==> config.mk <==
export PLATFORM = sky130hd
export DESIGN_NAME = sp_ram_init_ctrl
export DESIGN_NICKNAME = d
export VERILOG_FILES = /design/src/rtl/sp_ram_init_ctrl.sv
export SDC_FILE = /design/constraint.sdc
export NUM_CORES = 1
export LEC_CHECK = 0
export CAP_MARGIN = 20
export CORE_AREA = 2 2 103 65
export CTS_CLUSTER_DIAMETER = 120
export DETAILED_ROUTE_END_ITERATION = 7
export DIE_AREA = 0 0 105 67
export GPL_TIMING_DRIVEN = 0
export PLACE_DENSITY = 0.85
export SYNTH_ARGS = -nofsm -noshare
export SYNTH_HDL_FRONTEND = slang
export SYNTH_SLANG_ARGS = --single-unit
==> constraint.sdc <==
create_clock -name clk -period 1.4 [get_ports clk]
set_input_delay 0.14 -clock clk [delete_from_list [all_inputs] [get_ports clk]]
set_output_delay 0.14 -clock clk [all_outputs]
set_load 0.01 [all_outputs]
==> src/rtl/sp_ram_init_ctrl.sv <==
// Single-port RAM initiator: clears every word to INIT_VALUE after reset or on
// request, then forwards core-style req/gnt/rvalid accesses to the RAM port.
module sp_ram_init_ctrl #(
  parameter int          RAM_SIZE   = 32768,
  parameter int          ADDR_WIDTH = $clog2(RAM_SIZE),
  parameter int          DATA_WIDTH = 32,
  parameter logic [31:0] INIT_VALUE = 32'h0000_0000
) (
  input  logic                  clk,
  input  logic                  rst_i,
  input  logic                  init_start_i,
  output logic                  init_busy_o,
  input  logic                  data_req_i,
  output logic                  data_gnt_o,
  output logic                  data_rvalid_o,
  input  logic [ADDR_WIDTH-1:0] data_addr_i,
  input  logic                  data_we_i,
  input  logic [3:0]            data_be_i,
  input  logic [DATA_WIDTH-1:0] data_wdata_i,
  output logic [DATA_WIDTH-1:0] data_rdata_o,
  output logic                  ram_en_o,
  output logic [ADDR_WIDTH-1:0] ram_addr_o,
  output logic [DATA_WIDTH-1:0] ram_wdata_o,
  output logic                  ram_we_o,
  output logic [3:0]            ram_be_o,
  input  logic [DATA_WIDTH-1:0] ram_rdata_i,
  output logic                  ram_bypass_en_o
);

  localparam int NUM_WORDS = RAM_SIZE / 4;
  localparam int WIDX      = ADDR_WIDTH - 2;
  localparam logic [WIDX-1:0] LAST_WORD = WIDX'(NUM_WORDS - 1);

  typedef enum logic [1:0] {IDLE, INIT, READY} state_e;

  state_e            state_q, state_d;
  logic [WIDX-1:0]   cnt_q, cnt_d;
  logic              rvalid_q, rvalid_d;
  logic              grant;

  // The two byte-offset bits of the request address never reach the RAM.
  logic unused_addr_bits;
  assign unused_addr_bits = ^data_addr_i[1:0];

  always_comb begin
    grant    = (state_q == READY) & data_req_i & ~init_start_i;
    state_d  = state_q;
    cnt_d    = cnt_q;
    rvalid_d = grant;
    case (state_q)
      IDLE: begin
        state_d = INIT;
        cnt_d   = '0;
      end
      INIT: begin
        cnt_d = cnt_q + 1'b1;
        if (cnt_q == LAST_WORD) begin
          state_d = READY;
        end
      end
      READY: begin
        if (init_start_i) begin
          state_d = INIT;
          cnt_d   = '0;
        end
      end
      default: begin
        state_d = IDLE;
        cnt_d   = '0;
      end
    endcase
  end

  always_ff @(posedge clk) begin
    if (rst_i) begin
      state_q  <= IDLE;
      cnt_q    <= '0;
      rvalid_q <= 1'b0;
    end else begin
      state_q  <= state_d;
      cnt_q    <= cnt_d;
      rvalid_q <= rvalid_d;
    end
  end

  always_comb begin
    init_busy_o = 1'b0;
    ram_en_o    = 1'b0;
    ram_we_o    = 1'b0;
    ram_be_o    = 4'h0;
    ram_wdata_o = '0;
    ram_addr_o  = '0;
    if (state_q == INIT) begin
      init_busy_o = 1'b1;
      ram_en_o    = 1'b1;
      ram_we_o    = 1'b1;
      ram_be_o    = 4'hF;
      ram_wdata_o = INIT_VALUE[DATA_WIDTH-1:0];
      ram_addr_o  = {cnt_q, 2'b00};
    end else if (grant) begin
      ram_en_o    = 1'b1;
      ram_we_o    = data_we_i;
      ram_be_o    = data_be_i;
      ram_wdata_o = data_wdata_i;
      ram_addr_o  = {data_addr_i[ADDR_WIDTH-1:2], 2'b00};
    end
  end

  assign data_gnt_o      = grant;
  assign data_rvalid_o   = rvalid_q;
  // Read data is only forwarded alongside a response so idle outputs stay 0.
  assign data_rdata_o    = rvalid_q ? ram_rdata_i : '0;
  assign ram_bypass_en_o = 1'b0;

endmodule

==> impl_results.md <==
- Synth cell types: 40
- Initial antenna violation count: 0
- Yosys warns: 0
- Crit path arrival time: 1490 ps
- Final Net Count: 481
- Cells after synthesis: 194
- Post-synth EDFFs: 0
- CP Cell Sequence: nor3b_4, buf_6, nand2_8, clkinv_8, buf_8, a22o_1, buf_2
- Fin cells: 475
- Hold WC Path Type: reg2reg
- Root buf cell: clkbuf_8
- Post-detail-place hpwl: 5410 um
- GRT Overall Usage: 18.8%
- Final worst path period share: 117%
- Vias/cell: 4.71
- Final hold vios: 0
- Pleak: 1.80 nW
- CP peak stage delay: 360 ps
- Drt initial violations: ~70
- Multi-input gate area: 1180 um^2
- Detailed-route wire length per cell: about 15 um
- Setup violations, final: 56
- CTS sink cnt: 16
- Total negative setup slack: -9720 ps
- Die width: 105 um
- GR Overflow Total: 0
- Outcome: finished, violations left
- Die height: about 67 um
- MaxCap Viol Count: 0
- Register area share after synthesis: between 20% and 30%
- Period minus WS final: 1630 ps
- Number of global-route vias before repair: approximately 2100
- Most common cell after layout, fill and taps aside: clkdlybuf4s50_1
- Placeable core area: between 6000 and 7000 um^2
- Commonest register cell after synthesis: dfxtp_1
- Register area: 343 um^2
- Drt drc: 0
- Peak supply drop: between 0.2 and 0.3 mV
- Routed Antenna Nets: 0
- Fmax: 612 MHz
- Longest Clk Path Bufs: 2
- Area Growth Syn to Fin: 155%
- Clk Latency, worst-skew pair: 250 ps
- Via Count: 2239
- Fraction of registers with async set/reset: 0%
- Maximum fanout along the worst path: 8
- N_diodes: 0
- Post-Place Worst Slack: -1130 ps
- Most frequent cells in the layout: clkdlybuf4s50_1, buf_2, and2_1, dlygate4sd2_1, buf_6
- Num CTS Buffers: 3
- Max Slew Vio Count: 0
- Final worst slack: -235 ps
- Slowest cell on the critical path: dfxtp_4
- Wire length of the first global-routing pass: 10600 um
- Layout Skew: slightly above 6 ps
- DRT Pass-1 Iters: 4
- Mapped cell area: 1430 um^2
- # hold bufs at CTS: 0
- Mean area per synthesized cell: 7.37 um^2
- Gp weighted congestion: 0.852
- Filler cells: about 560
- Total Wirelength: 7280 um
- # rows: 22
- CP Capture Type: output pin
- RSZ-0062 raised after global routing: yes
- Total die area: ~7000 um^2
- Share of layout cells above drive strength 1: 36.6%
- CTS tree: yes
- CP Class: reg2out
- IO Port Bufs: approximately 170
- Placed cell count: 451
- # IOs: 177
- Failing checks: setup timing
- Crit path launch type: flop
- Starting Density: 23.8%
- Design Power: 0.00119 W
- Largest net degree at the start of global routing: 11
- H-tree level count: 1
- Clock transition at path regs: 60 ps
- CP required: approximately 1300 ps
- Power density cells: 326 nW/um^2
- Count of state elements after synthesis: 16
[cells in the mapped netlist (3+ instances only)]
cell type,instances,area share [%]
a21oi_1,8,2.8
a22o_1,14,8.6
a311oi_1,3,1.8
a41oi_1,3,1.8
and2_1,32,14
and3_1,34,15
buf_4,4,2.1
clkbuf_1,12,3.1
dfxtp_1,16,22
nand2_1,17,4.5
nand3_1,5,1.7
nor2_1,7,1.8
o21ai_0,3,1.0
[critical path: cells and delay by family, from the launching register on]
family	cells	cell delay (ps)
AO/OA/AOI/OAI	1	130
buffers and inverters	4	470
flip-flops	1	360
AND/OR/NAND/NOR	2	280
[per-stage QoR]
step / utilization [%] / hold slack [ps] / cell area, um^2
CTS: 57.8 / 492 / 3470
finish: 60.8 / 505 / 3650
global placement: 54.7 / 483 / 3280
floorplan: - / 316 / 1460
detailed placement: 54.7 / 486 / 3280
global route: 60.8 / 532 / 3650
[sequential cells by signal, indices dropped and copies added (netlist names)]
| register | flops |
|---|---|
| cnt_q | 13 |
| state_q | 2 |
| data_rvalid_o | 1 |
[power by group]
part           total, W  internal (W)  switching, W
sequential     0.000461      0.000455    0.00000566
clock          0.000365      0.000202      0.000163
combinational  0.000363      0.000251      0.000112
[layer usage]
metal  vias to the layer above  wire length (um)  track usage, %
met1                      1028              2850            22.9
li1                       1086                 -               -
met2                       119              3800            33.7
met3                         6               572            4.70
met4                         0                56            4.50
met5                         -                 0               0
[logic make-up after synthesis]
group | after synthesis | share of synthesized area, %
AOI/OAI and AO/OA | 40 | 21.3
buffers and inverters | 25 | 9.01
DFF | 16 | 22.4
muxes | 1 | 0.700
other | 1 | 0.262
and+or+nand+nor | 108 | 44.3
xor gates and xnor gates | 2 | 1.23
adders and majority gates | 1 | 0.875
[worst paths after layout]
path / start / depth (start not counted) / slack (ps) / end
worst max register to register: state_q[0]$_SDFFE_PP0P_ / 4 / -50 / cnt_q[10]$_SDFFE_PP0P_
worst min-delay path: cnt_q[10]$_SDFFE_PP0P_ / 1 / 510 / cnt_q[10]$_SDFFE_PP0P_
worst max-delay path: state_q[0]$_SDFFE_PP0P_ / 7 / -230 / ram_addr_o[11]
worst min register to register: cnt_q[10]$_SDFFE_PP0P_ / 1 / 510 / cnt_q[10]$_SDFFE_PP0P_
[repair_timing]
item,in CTS,in global routing
buffers inserted,17,3
cloned,3,0
gates resized for setup,310,60
pin swaps,21,4
endpoints found under the setup margin,98,64
[final cells by class]
type                            count  area share [%]
Tap cell                           84            2.88
Timing Repair Buffer              193            48.1
Multi-Input combinational cell    155            32.2
Buffer                             20            5.38
Clock buffer                        4            1.23
Inverter                            3           0.720
Sequential cell                    16            9.40
Note: power is estimated with default switching activity, not from simulation.
